===== src/rtl/fetch_scheduler_pkg.sv =====
// Shared PE control types for the fetch scheduler and the fetch stage.
//   - Configuration handed to the scheduler (FSschedCfg).
//   - Control token passed to the fetch stage MAIN port (FSpipein), which
//     bundles the fsctl / msconf / ssctl / ssppctl sub-fields.
// Counter widths are fixed here because they size the packed structs.
package fetch_scheduler_pkg;

  localparam int TCNT_W     = 4;  // iNumT / wNumT counter width
  localparam int PIX_W      = 8;  // pixel counter width
  localparam int FS_IADDR_W = 6;  // default input-buffer address width
  localparam int FS_WADDR_W = 6;  // default weight-buffer address width
  localparam int FS_PADDR_W = 7;  // default psum-buffer address width

  typedef enum logic {
    PSUM_D16 = 1'b0,
    PSUM_D32 = 1'b1
  } psum_mode_e;

  typedef enum logic [1:0] {
    MODE_CONV   = 2'd0,
    MODE_DWCONV = 2'd1,
    MODE_FC     = 2'd2,
    MODE_POOL   = 2'd3
  } pe_mode_e;

  typedef struct packed {
    pe_mode_e          mode;
    logic [TCNT_W-1:0] iNumT;
    logic [TCNT_W-1:0] wNumT;
    psum_mode_e        psum_mode;
    logic [PIX_W-1:0]  nPix;
  } FSschedCfg;

  typedef struct packed {
    psum_mode_e psum_mode;
    logic       psum_parity;
  } FSctl;

  typedef struct packed {
    pe_mode_e          mode;
    logic [TCNT_W-1:0] iNumT;
    logic [TCNT_W-1:0] wNumT;
  } MSconf;

  typedef struct packed {
    logic acc_first;
    logic acc_last;
  } SSctl;

  typedef struct packed {
    logic wb_en;
  } PPctl;

  typedef struct packed {
    FSctl  fsctl;
    MSconf msconf;
    SSctl  ssctl;
    PPctl  ssppctl;
  } FSpipein;

  // A loop nest with any zero bound issues no tokens at all.
  function automatic logic is_empty_nest(input FSschedCfg c);
    return (c.nPix == '0) || (c.iNumT == '0) || (c.wNumT == '0);
  endfunction

endpackage


===== src/rtl/fetch_loop_cnt.sv =====
// Three-level nested loop counter: pixel (outer) x weight tile x input tile
// (inner).
// Ports:
//   clk, rst_n            clock, asynchronous active-low reset
//   clr                   synchronous clear of all three counters
//   adv                   advance the nest by one inner step
//   itile_num/wtile_num/pix_num  per-level bounds (must be nonzero when adv)
//   itile/wtile/pix       current counter values
//   itile_wrap/wtile_wrap inner / middle level at its last value
//   last                  whole nest at its final step
module fetch_loop_cnt
  import fetch_scheduler_pkg::*;
(
  input  logic              clk,
  input  logic              rst_n,
  input  logic              clr,
  input  logic              adv,
  input  logic [TCNT_W-1:0] itile_num,
  input  logic [TCNT_W-1:0] wtile_num,
  input  logic [PIX_W-1:0]  pix_num,
  output logic [TCNT_W-1:0] itile,
  output logic [TCNT_W-1:0] wtile,
  output logic [PIX_W-1:0]  pix,
  output logic              itile_wrap,
  output logic              wtile_wrap,
  output logic              last
);

  logic pix_wrap;

  assign itile_wrap = (itile == itile_num - 1'b1);
  assign wtile_wrap = (wtile == wtile_num - 1'b1);
  assign pix_wrap   = (pix == pix_num - 1'b1);
  assign last       = itile_wrap && wtile_wrap && pix_wrap;

  always_ff @(posedge clk or negedge rst_n) begin
    if (!rst_n) begin
      itile <= '0;
      wtile <= '0;
      pix   <= '0;
    end else if (clr) begin
      itile <= '0;
      wtile <= '0;
      pix   <= '0;
    end else if (adv) begin
      if (itile_wrap) begin
        itile <= '0;
        if (wtile_wrap) begin
          wtile <= '0;
          // The final step wraps everything back to zero.
          pix   <= pix_wrap ? '0 : pix + 1'b1;
        end else begin
          wtile <= wtile + 1'b1;
        end
      end else begin
        itile <= itile + 1'b1;
      end
    end
  end

endmodule


===== src/rtl/fetch_scheduler.sv =====
// Fetch scheduler: accepts one layer-tile configuration, then walks the
// pixel x weight-tile x input-tile loop nest and emits one control token plus
// input / weight / psum buffer addresses per step to the fetch stage.
// Optional build macro: FSSCHED_STALL_CNT_EN adds o_stall_cnt, a saturating
// count of cycles where a token is offered but not accepted.
// Ports:
//   i_clk, i_rst          clock, asynchronous active-low reset
//   i_CFG_rdy/o_CFG_ack   configuration handshake, payload i_cfg
//   o_MAIN_rdy/i_MAIN_ack token handshake, payload o_pipe and addresses
//   o_ip_addr/o_wp_addr/o_pp_addr  buffer read addresses
//   o_busy                high while walking the loop nest
//   o_done                one-cycle pulse after the last token transfer
//   o_stall_cnt           (FSSCHED_STALL_CNT_EN only) stall cycle count
module fetch_scheduler
  import fetch_scheduler_pkg::*;
#(
  parameter int IADDR_W = FS_IADDR_W,
  parameter int WADDR_W = FS_WADDR_W,
  parameter int PADDR_W = FS_PADDR_W
) (
  input  logic               i_clk,
  input  logic               i_rst,
  input  logic               i_CFG_rdy,
  output logic               o_CFG_ack,
  input  FSschedCfg          i_cfg,
  output logic               o_MAIN_rdy,
  input  logic               i_MAIN_ack,
  output FSpipein            o_pipe,
  output logic [IADDR_W-1:0] o_ip_addr,
  output logic [WADDR_W-1:0] o_wp_addr,
  output logic [PADDR_W-1:0] o_pp_addr,
  output logic               o_busy,
`ifdef FSSCHED_STALL_CNT_EN
  output logic [15:0]        o_stall_cnt,
`endif
  output logic               o_done
);

  localparam logic [1:0] S_IDLE = 2'd0;
  localparam logic [1:0] S_RUN  = 2'd1;
  localparam logic [1:0] S_DONE = 2'd2;

  localparam int WP_W = 2 * TCNT_W + 1;

  logic [1:0]        state;
  logic [1:0]        state_nxt;
  FSschedCfg         cfg_q;
  logic              cfg_xfer;
  logic              main_xfer;
  logic [TCNT_W-1:0] itile;
  logic [TCNT_W-1:0] wtile;
  logic [PIX_W-1:0]  pix;
  logic              itile_wrap;
  logic              wtile_wrap;
  logic              last;
  logic [WP_W-1:0]   wp_full;
  logic [PIX_W-1:0]  pp_full;

  assign cfg_xfer  = (state == S_IDLE) && i_CFG_rdy;
  assign main_xfer = (state == S_RUN) && i_MAIN_ack;

  fetch_loop_cnt u_loop (
    .clk        (i_clk),
    .rst_n      (i_rst),
    .clr        (cfg_xfer),
    .adv        (main_xfer),
    .itile_num  (cfg_q.iNumT),
    .wtile_num  (cfg_q.wNumT),
    .pix_num    (cfg_q.nPix),
    .itile      (itile),
    .wtile      (wtile),
    .pix        (pix),
    .itile_wrap (itile_wrap),
    .wtile_wrap (wtile_wrap),
    .last       (last)
  );

  always_comb begin
    state_nxt = state;
    case (state)
      S_IDLE: if (cfg_xfer) state_nxt = is_empty_nest(i_cfg) ? S_DONE : S_RUN;
      S_RUN:  if (main_xfer && last) state_nxt = S_DONE;
      S_DONE: state_nxt = S_IDLE;
      default: state_nxt = S_IDLE;
    endcase
  end

  always_ff @(posedge i_clk or negedge i_rst) begin
    if (!i_rst) begin
      state <= S_IDLE;
      cfg_q <= '0;
    end else begin
      state <= state_nxt;
      if (cfg_xfer) cfg_q <= i_cfg;
    end
  end

  // Address arithmetic uses only registered counters and config, so the ack
  // input reaches the outputs only through the state register.
  assign wp_full = WP_W'(wtile) * WP_W'(cfg_q.iNumT) + WP_W'(itile);
  assign pp_full = (cfg_q.psum_mode == PSUM_D16) ? (pix >> 1) : pix;

  // Gating on i_rst keeps the ack low while reset is asserted even if the
  // requester is already raising i_CFG_rdy.
  assign o_CFG_ack = i_rst && cfg_xfer;
  assign o_busy    = (state == S_RUN);
  assign o_done    = (state == S_DONE);

  // Token and addresses are forced to zero outside RUN.
  always_comb begin
    o_MAIN_rdy = 1'b0;
    o_pipe     = '0;
    o_ip_addr  = '0;
    o_wp_addr  = '0;
    o_pp_addr  = '0;
    if (state == S_RUN) begin
      o_MAIN_rdy                = 1'b1;
      o_pipe.msconf.mode        = cfg_q.mode;
      o_pipe.msconf.iNumT       = cfg_q.iNumT;
      o_pipe.msconf.wNumT       = cfg_q.wNumT;
      o_pipe.fsctl.psum_mode    = cfg_q.psum_mode;
      o_pipe.fsctl.psum_parity  = (cfg_q.psum_mode == PSUM_D16) ? pix[0] : 1'b0;
      o_pipe.ssctl.acc_first    = (wtile == '0) && (itile == '0);
      o_pipe.ssctl.acc_last     = wtile_wrap && itile_wrap;
      o_pipe.ssppctl.wb_en      = wtile_wrap && itile_wrap;
      o_ip_addr                 = IADDR_W'(itile);
      o_wp_addr                 = WADDR_W'(wp_full);
      o_pp_addr                 = PADDR_W'(pp_full);
    end
  end

`ifdef FSSCHED_STALL_CNT_EN
  logic [15:0] stall_cnt;

  always_ff @(posedge i_clk or negedge i_rst) begin
    if (!i_rst) begin
      stall_cnt <= '0;
    end else if (cfg_xfer) begin
      stall_cnt <= '0;
    end else if ((state == S_RUN) && !i_MAIN_ack && (stall_cnt != 16'hffff)) begin
      stall_cnt <= stall_cnt + 16'd1;
    end
  end

  assign o_stall_cnt = stall_cnt;
`endif

endmodule


===== config.mk =====
export PLATFORM = sky130hd
export DESIGN_NAME = fetch_scheduler
export DESIGN_NICKNAME = d
export VERILOG_FILES = /design/src/rtl/fetch_scheduler_pkg.sv /design/src/rtl/fetch_loop_cnt.sv /design/src/rtl/fetch_scheduler.sv
export SDC_FILE = /design/constraint.sdc
export NUM_CORES = 1
export LEC_CHECK = 0
export ABC_AREA = 1
export CAP_MARGIN = 20
export CORE_MARGIN = 4
export CORE_UTILIZATION = 37
export DETAILED_ROUTE_END_ITERATION = 10
export GPL_TIMING_DRIVEN = 0
export PLACE_DENSITY_LB_ADDON = 0.12
export SYNTH_ARGS = -nofsm -noshare
export SYNTH_HDL_FRONTEND = slang
export SYNTH_SLANG_ARGS = --single-unit

===== constraint.sdc =====
create_clock -name i_clk -period 7.8 [get_ports i_clk]
set_clock_uncertainty 0.05 [all_clocks]
set_input_delay 0.78 -clock i_clk [delete_from_list [all_inputs] [get_ports i_clk]]
set_output_delay 0.78 -clock i_clk [all_outputs]
set_load 0.02 [all_outputs]

==> flow_metrics.tcl, run 1 <==
set metrics [dict create \
    outcome "complete, no violations" \
    root_buffer "clkbuf_8" \
    fmax_mhz 212 \
    clockBufferDepth 2 \
    overflow 0 \
    ys_ff_latch 37 \
    synth_most_common_cell "nand2_1" \
    peakVddDrop_v 0.000131 \
    setup_viol 0 \
    yosys_warnings 0 \
    synth_top_family_by_area "simple AND/OR/NAND/NOR gates" \
    worstPathArrival_ns 3.88 \
    io_pins 61 \
    grt_pass1_vias 2940 \
    routed_via_density 4.69 \
    core_area_um2 8340 \
    leakage_uw 0.00208 \
    cpLargestDelayFamily "adder cells" \
    maxSlewViolCount 0 \
    met2_wirelength_um 3500 \
    cp_max_fo 7 \
    synth_edf_count 0 \
    crit_start "u_loop.wtile[0]" \
    worst_slew_pin_slew_ns 0.565 \
    synth.distinct_cells 37 \
    cts.sinks 37 \
    synthFlopType "dfrtp_1" \
    tns_ns 0 \
    rr_endpoint "u_loop.pix[1]" \
    vias 2957 \
    synth_area_um2 3200 \
    drt_drc_violations_left 0 \
    yosys-top-cells-area "dfrtp_1 29%, nand2_1 14%, inv_1 7.5%" \
    rr_startpoint "cfg_q[14]" \
    maxCapViolations 0 \
    cts.reportedPaths.clkPinSlew_ns 0.08 \
    die_h_um 101 \
    grt_max_degree 39 \
    dp_hpwl_um 6430 \
    routed_wl_um 8070 \
    hold_class "input port to async pin" \
    final_area_um2 4020 \
    placed_area_um2 3940 \
    drtAntennaViolNets 0 \
    required_ns 6.97 \
    post-route-period-util_pct 60.4 \
    synthArstFlopShare_pct 100 \
    cts_setup_buffers 0 \
    synth_simple_gate_area_share_pct 31.5 \
    cts_made_buffers 5 \
    drt_iter0_drc 117 \
    rsz0062_at_grt "no" \
    cp.buffers_inverters 4 \
    met3_wirelength_um 502 \
    drive_gt1_share_pct 10.9 \
    drt-met1-wl_um 4030 \
    synth_top_area_share_pct 28.9 \
    cp_common_cell "nand2_1" \
    powerDensity_nw_per_um2 387 \
    startpoint_type "register" \
    final.min_clock_period_ns 4.71 \
    r2r_setup_slack_ns 5.82 \
    yosys.area_share.xor_xnor_pct 6.79 \
    hold_violations 0 \
    antenna_found_initial 0 \
    fin_total_pwr_uw 1560 \
    numPortBuffers 58 \
    netlist_instances 457 \
    final_nets 572 \
    synth_compound_area_share_pct 8.51 \
    endpoint_kind "output port" \
    clk_latency_ns 0.29 \
    cts_hold_buf 0 \
    syn_area_per_cell_um2 7.01 \
    syn2layout_area_growth_pct 25.4 \
    slew_headroom_pct 62.4 \
    die-area_um2 10200 \
    r2r_cells 11 \
    cts_tree "done" \
    antennaDiodeCount 0 \
    top_layer "met4" \
    post_cts_resized 0 \
    ys_seq_area_share_pct 28.9 \
    cpPeakStageDelay_ns 0.61 \
    path_cells "buf_4, nand2_1, fa_1, fa_1, fa_1, inv_1, ha_1, nand2_1, inv_1, nor2_1, o21bai_1, nand2_1, nand2_1, nor2_1, clkdlybuf4s50_1" \
    place.gp.congestion 0.783 \
    critPathSlowestCell "clkdlybuf4s50_1" \
    synth_adder_area_share_pct 11.2 \
    ys_top_cells_by_count "121 x nand2_1, 64 x inv_1, 47 x nor2_1, 37 x dfrtp_1, 30 x o21ai_0" \
    wl_per_cell_um 12.8 \
    grt_first_pass_wirelength_um 13800 \
    yosys.area.top_type "dfrtp_1" \
    initial_core_util_pct 38.4 \
    die_w_um 101 \
    gr-usage-all-layers_pct 16.9 \
    drtPass1Iterations 4 \
    htree_levels 2 \
    path_class "register to output port" \
    num_rows 33 \
    synthMuxAreaShare_pct 0 \
]
-- worst max-delay path by stage --
stage          cells after the start  slack (ns)      endpoint
2_1_floorplan                     14        3.94  o_wp_addr[5]
3_3_place_gp                      15        3.42  o_wp_addr[5]
3_5_place_dp                      15        3.37  o_wp_addr[5]
4_1_cts                           15        3.05  o_wp_addr[5]
5_1_grt                           15        2.82  o_wp_addr[5]
6_report                          15        3.09  o_wp_addr[5]
-- where the power goes --
part	internal (uW)	total (uW)	switching (uW)
Sequential	265	335	69.8
Combinational	434	1090	656
Clock	62.0	131	68.7
-- cell usage in the layout (no fill, tap or decap), types with 2 or more instances in the layout --
cell type,Yosys,final
nor2_1,47,47
nor2_2,4,4
nand2_1,121,121
o21ai_1,3,3
nand3_4,2,2
buf_2,5,6
nor2_4,2,2
xor2_1,10,10
ha_1,19,19
a21oi_1,10,10
o21ai_0,30,30
fa_1,6,6
o22ai_1,2,2
clkinv_2,0,2
nor4_1,4,4
clkdlybuf4s50_1,0,57
buf_4,9,9
buf_1,2,2
conb_1,1,2
nand2_2,6,6
dfrtp_1,37,37
clkbuf_8,0,5
clkbuf_1,3,4
nand2_4,2,2
xnor2_1,13,13
nand3_1,20,20
inv_1,64,64
nor3_1,4,4
buf_6,2,2
nand4_1,10,10
inv_2,10,10
-- state kept, by name (all words and copies together) (netlist names) --
name,count
u_loop.pix,8
u_loop.wtile,4
state,2
cfg_q,19
u_loop.itile,4
-- cell type report --
cell class | instances | area (um^2)
Fill cell | 851 | 4320
Multi-Input combinational cell | 325 | 1860
Sequential cell | 37 | 926
Timing Repair Buffer | 59 | 596
Inverter | 75 | 284
Buffer | 21 | 134
Tap cell | 105 | 131
Clock buffer | 6 | 72.6
Clock inverter | 2 | 10.0
-- kinds of logic (layout without fill, tap and decap cells) --
family                     Yosys count  count (layout)
other                                1               2
DFF                                 37              37
adders and majority gates           25              25
buffers and inverters               96             163
and+or+nand+nor                    224             224
xor gates and xnor gates            24              24
AOI/OAI and AO/OA                   50              50
-- per-layer routing --
| metal | vias up | track usage, % |
|---|---|---|
| li1 | 1550 | - |
| met1 | 1331 | 24.7 |
| met2 | 72 | 26.2 |
| met3 | 4 | 3.32 |
| met4 | 0 | 2.97 |
| met5 | - | 0 |
-- through the flow --
| step | worst slack, ns | util, % | instances | hold slack [ns] |
|---|---|---|---|---|
| 3_5_place_dp | 3.37 | 47.2 | 622 | 0.444 |
| 6_report | 3.09 | 48.2 | 630 | 0.395 |
| 5_1_grt | 2.82 | 48.2 | 630 | 0.407 |
| 2_1_floorplan | 3.94 | - | 458 | 0.412 |
| 4_1_cts | 3.05 | 48.2 | 630 | 0.402 |
| 3_3_place_gp | 3.42 | 47.0 | 621 | 0.449 |
Power figures use the tool's default switching activity.
==> run 2, diff against run 1 <==
==> constraint.sdc (replaced) <==
create_clock -name i_clk -period 4.5 [get_ports i_clk]
set_clock_uncertainty 0.05 [all_clocks]
set_input_delay 0.45 -clock i_clk [delete_from_list [all_inputs] [get_ports i_clk]]
set_output_delay 0.45 -clock i_clk [all_outputs]
set_load 0.02 [all_outputs]
==> flow_metrics.tcl, run 2 (same netlist as run 1, synthesis figures left out) <==
set metrics [dict create \
    p_int_uw 1320 \
    maxCapViolations 0 \
    grt_max_degree 39 \
    post_cts_resized 0 \
    antennaDiodeCount 0 \
    final_nets 572 \
    overflow 0 \
    rr_endpoint "u_loop.pix[1]" \
    setup_ws_ns 0.411 \
    final.min_clock_period_ns 4.09 \
    rsz0062_at_grt "no" \
    timing.hold.ws_ns 0.0643 \
    routed_wl_um 8080 \
    critPathSlowestCell "clkdlybuf4s50_1" \
    die_w_um 101 \
    die_h_um 101 \
    cpPeakStageDelay_ns 0.61 \
    cts_tree "done" \
    powerDensity_nw_per_um2 670 \
    core_area_um2 8340 \
    dp_hpwl_um 6430 \
    largest_registers "cfg_q x19, u_loop.pix x8" \
    cpLargestDelayFamily "adder cells" \
    nFillCells 851 \
    final_common_cell "nand2_1" \
    switchingPower_uw 1380 \
    drt_iter0_drc 103 \
    rr_startpoint "cfg_q[14]" \
    grt_first_pass_wirelength_um 13800 \
    htree_levels 2 \
    combinationalPowerShare_pct 70.1 \
    cts.sinks 37 \
    vias 2956 \
    cts_made_buffers 5 \
    path_class "register to output port" \
    r2r_cells 11 \
    required_ns 4.00 \
    grt_pass1_vias 2940 \
    placed_cells 622 \
    die-area_um2 10200 \
    outcome "complete, no violations" \
    leakage_uw 0.00211 \
    cts.reportedPaths.clkPinSlew_ns 0.08 \
    path_cells "buf_4, nand2_1, fa_1, fa_1, fa_1, inv_1, ha_1, nand2_1, inv_1, nor2_1, clkdlybuf4s50_1" \
    post-route-period-util_pct 90.9 \
    post-route-util_pct 48.2 \
    initial_core_util_pct 38.4 \
    gr-usage-all-layers_pct 16.9 \
    setup_viol 0 \
    worstPathArrival_ns 3.59 \
    largest_reg_flops 19 \
    clockBufferDepth 2 \
    cp.buffers_inverters 4 \
    drt_drc_violations_left 0 \
    antenna_found_initial 0 \
    cts_hold_buf 0 \
    clk_latency_ns 0.29 \
    tns_ns 0 \
    worst_slew_pin_slew_ns 0.577 \
    hold_class "input port to async pin" \
    p_seq_share_pct 21.5 \
    root_buffer "clkbuf_8" \
    endpoint_kind "output port" \
    fin_cells 630 \
    slew_headroom_pct 61.6 \
    io_pins 61 \
    p_sw_share_pct 51.1 \
    drive_gt1_share_pct 10.9 \
    p_clk_share_pct 8.4 \
    routed_via_density 4.69 \
    multiInputGateArea_um2 1860 \
    fmax_mhz 245 \
    cp_common_cell "fa_1" \
    startpoint_type "register" \
    drtAntennaViolNets 0 \
    num_rows 33 \
    syn2layout_area_growth_pct 25.5 \
    register_area_um2 926 \
    wl_per_cell_um 12.8 \
    regMostFlops "cfg_q" \
    place_ws_ns 0.404 \
    maxSlewViolCount 0 \
    cp_max_fo 7 \
    drtPass1Iterations 4 \
    peakVddDrop_v 0.000227 \
    r2r_setup_slack_ns 2.52 \
    hold_violations 0 \
    mostFrequentLayoutCells "121 x nand2_1, 64 x inv_1, 55 x clkdlybuf4s50_1" \
    cts_setup_buffers 0 \
    numPortBuffers 58 \
    place.gp.congestion 0.783 \
]
run 2: how the worst max path moves through the flow:
stage	startpoint	endpoint	slack [ns]	cells after the start
2_1_floorplan	u_loop.wtile[0]	o_wp_addr[5]	0.97	14
3_3_place_gp	u_loop.wtile[0]	o_wp_addr[5]	0.45	15
3_5_place_dp	u_loop.wtile[0]	o_wp_addr[5]	0.40	15
4_1_cts	u_loop.wtile[0]	o_wp_addr[5]	0.08	15
5_1_grt	u_loop.wtile[0]	o_wp_addr[3]	0.22	10
6_report	u_loop.wtile[0]	o_wp_addr[3]	0.41	11
run 2: layout make-up:
cell class,count,share of cell area [%]
Clock inverter,2,0.249
Timing Repair Buffer,59,14.9
Multi-Input combinational cell,325,46.3
Clock buffer,6,1.80
Inverter,75,7.06
Buffer,21,3.33
Tap cell,105,3.27
Sequential cell,37,23.0
run 2: per-layer routing:
layer  vias to the layer above  track usage [%]  wire length, um
met5                         -                0                0
met4                         0             2.97               46
met3                         4             3.32              493
met2                        70             26.2             3510
met1                      1332             24.7             4030
li1                       1550                -                -
run 2: power groups by stage:
stage	sequential (uW)	clock (uW)	combinational, uW
after global routing	599	249	2140
after global placement	585	0	1870
after CTS	579	233	1910
after detailed placement	586	0	1900
final	580	227	1890
after floorplan	554	0	1340
run 2: metrics by stage:
step           total power, uW  area, um^2
6_report                  2690        4020
5_1_grt                   2980        4020
4_1_cts                   2730        4020
3_5_place_dp              2480        3940
3_3_place_gp              2450        3920
2_1_floorplan             1890        3210
==> run 3, diff against run 2 <==
--- a/config.mk
+++ b/config.mk
@@ -12,6 +12,7 @@
 export DETAILED_ROUTE_END_ITERATION = 10
 export GPL_TIMING_DRIVEN = 0
 export PLACE_DENSITY_LB_ADDON = 0.12
+export SLEW_MARGIN = 20
 export SYNTH_ARGS = -nofsm -noshare
 export SYNTH_HDL_FRONTEND = slang
 export SYNTH_SLANG_ARGS = --single-unit
==> flow_metrics.tcl, run 3 (same netlist as run 1, synthesis figures left out) <==
set metrics [dict create \
    drt_drc_violations_left 0 \
    nFillCells 870 \
    drtPass1Iterations 4 \
    outcome "complete, no violations" \
    grt_max_degree 32 \
    clk_latency_ns 0.29 \
    cts.reportedPaths.clkPinSlew_ns 0.08 \
    largest_registers "cfg_q x19, u_loop.pix x8" \
    htree_levels 2 \
    hold_path_depth 2 \
    clockBufferDepth 2 \
    worstPathArrival_ns 3.61 \
    grt_first_pass_wirelength_um 14000 \
    cts_made_buffers 5 \
    die_h_um 101 \
    fin_cells 631 \
    endpoint_kind "output port" \
    num_rows 33 \
    hold_class "register to register" \
    post-route-period-util_pct 91.4 \
    hold_violations 0 \
    place.gp.congestion 0.783 \
    cts.sinks 37 \
    final_common_cell "nand2_1" \
    placed_cells 622 \
    syn2layout_area_growth_pct 26.0 \
    antenna_found_initial 0 \
    regMostFlops "cfg_q" \
    numPortBuffers 58 \
    cp_max_fo 7 \
    die-area_um2 10200 \
    final_nets 573 \
    antennaDiodeCount 0 \
    final.min_clock_period_ns 4.11 \
    routed_via_density 4.70 \
    drive_gt1_share_pct 11.0 \
    register_area_um2 926 \
    dp_hpwl_um 6500 \
    wl_per_cell_um 12.8 \
    overflow 0 \
    maxCapViolations 0 \
    routed_wl_um 8050 \
    die_w_um 101 \
    vias 2964 \
    core_area_um2 8340 \
    largest_reg_flops 19 \
    r2r_cells 11 \
    drt_iter0_drc 120 \
    rsz0062_at_grt "no" \
    mostFrequentLayoutCells "121 x nand2_1, 64 x inv_1, 55 x clkdlybuf4s50_1" \
    multiInputGateArea_um2 1860 \
    grt_pass1_vias 2913 \
    leakage_uw 0.00212 \
    drtAntennaViolNets 0 \
    setup_viol 0 \
    initial_core_util_pct 38.4 \
    slew_headroom_pct 62.4 \
    path_class "register to output port" \
    root_buffer "clkbuf_8" \
    cts_tree "done" \
    peakVddDrop_v 0.000291 \
    worst_slew_pin_slew_ns 0.563 \
    maxSlewViolCount 0 \
    tns_ns 0 \
    gr-usage-all-layers_pct 17.1 \
    startpoint_type "register" \
    io_pins 61 \
    fmax_mhz 243 \
    required_ns 4.00 \
    powerDensity_nw_per_um2 669 \
]
-- run 3: cell types whose count changed in the layout (fill, tap and decap cells not counted), sizes merged --
cell         before  now
clkbuf            9    8
clkinvlp          0    1
dlygate4sd3       0    1
-- run 3: path summary, 6_finish.rpt --
path | slack [ns] | startpoint | endpoint
hold reg to reg | 0.46 | cfg_q[7] | cfg_q[7]
setup reg to reg | 2.53 | cfg_q[14] | u_loop.pix[1]
hold / removal | 0.46 | cfg_q[7] | cfg_q[7]
max in group asynchronous | 3.48 | i_rst | cfg_q[4]
setup / recovery | 0.39 | u_loop.wtile[0] | o_wp_addr[3]
min in group asynchronous | 0.49 | i_rst | cfg_q[7]
-- run 3: per-stage QoR --
stage	util, %	cell area [um^2]	hold WS [ns]	setup WS (ns)	total power (uW)
finish	48.4	4040	0.459	0.388	2700
global route	48.4	4040	0.500	0.227	2990
CTS	48.3	4030	0.464	0.0763	2740
detailed placement	47.2	3940	0.275	0.407	2490
global placement	47.0	3920	0.449	0.453	2450
floorplan	-	3210	0.104	0.970	1890
-- run 3: critical path: stages (launching register included) --
cell             delay, ns
dfrtp_1               0.36
buf_4                 0.16
nand2_1               0.08
fa_1                  0.51
fa_1                  0.51
fa_1                  0.52
inv_1                 0.04
ha_1                  0.31
nand2_1               0.07
inv_1                 0.05
nor2_1                0.11
clkdlybuf4s50_1       0.61
-- run 3: metal layers --
metal | share of wire [%] | global-route usage (%) | up-vias | routed length, um
met1 | 49 | 25.6 | 1327 | 3940
li1 | - | - | 1547 | -
met4 | 0.29 | 3.07 | 0 | 23
met2 | 44 | 25.9 | 85 | 3540
met5 | 0 | 0 | - | 0
met3 | 6.8 | 3.11 | 5 | 549
-- run 3: repair_timing --
item                                   CTS  global route
buffers inserted                         0             0
hold buffers                             1             0
endpoints found under the hold margin    7             0
setup endpoints to repair                0             2
gates resized for setup                  0             2
-- run 3: power breakdown --
part	leakage (uW)	total (uW)	internal, uW	switching (uW)
combinational	0.00160	1890	751	1140
sequential	0.000472	579	459	119
clock	0.0000439	235	107	128
-- run 3: layout make-up --
class,instances,area share (%)
Inverter,75,7.04
Clock buffer,5,1.70
Timing Repair Buffer,60,15.1
Sequential cell,37,22.9
Clock inverter,3,0.434
Multi-Input combinational cell,325,46.2
Tap cell,105,3.25
Buffer,21,3.32
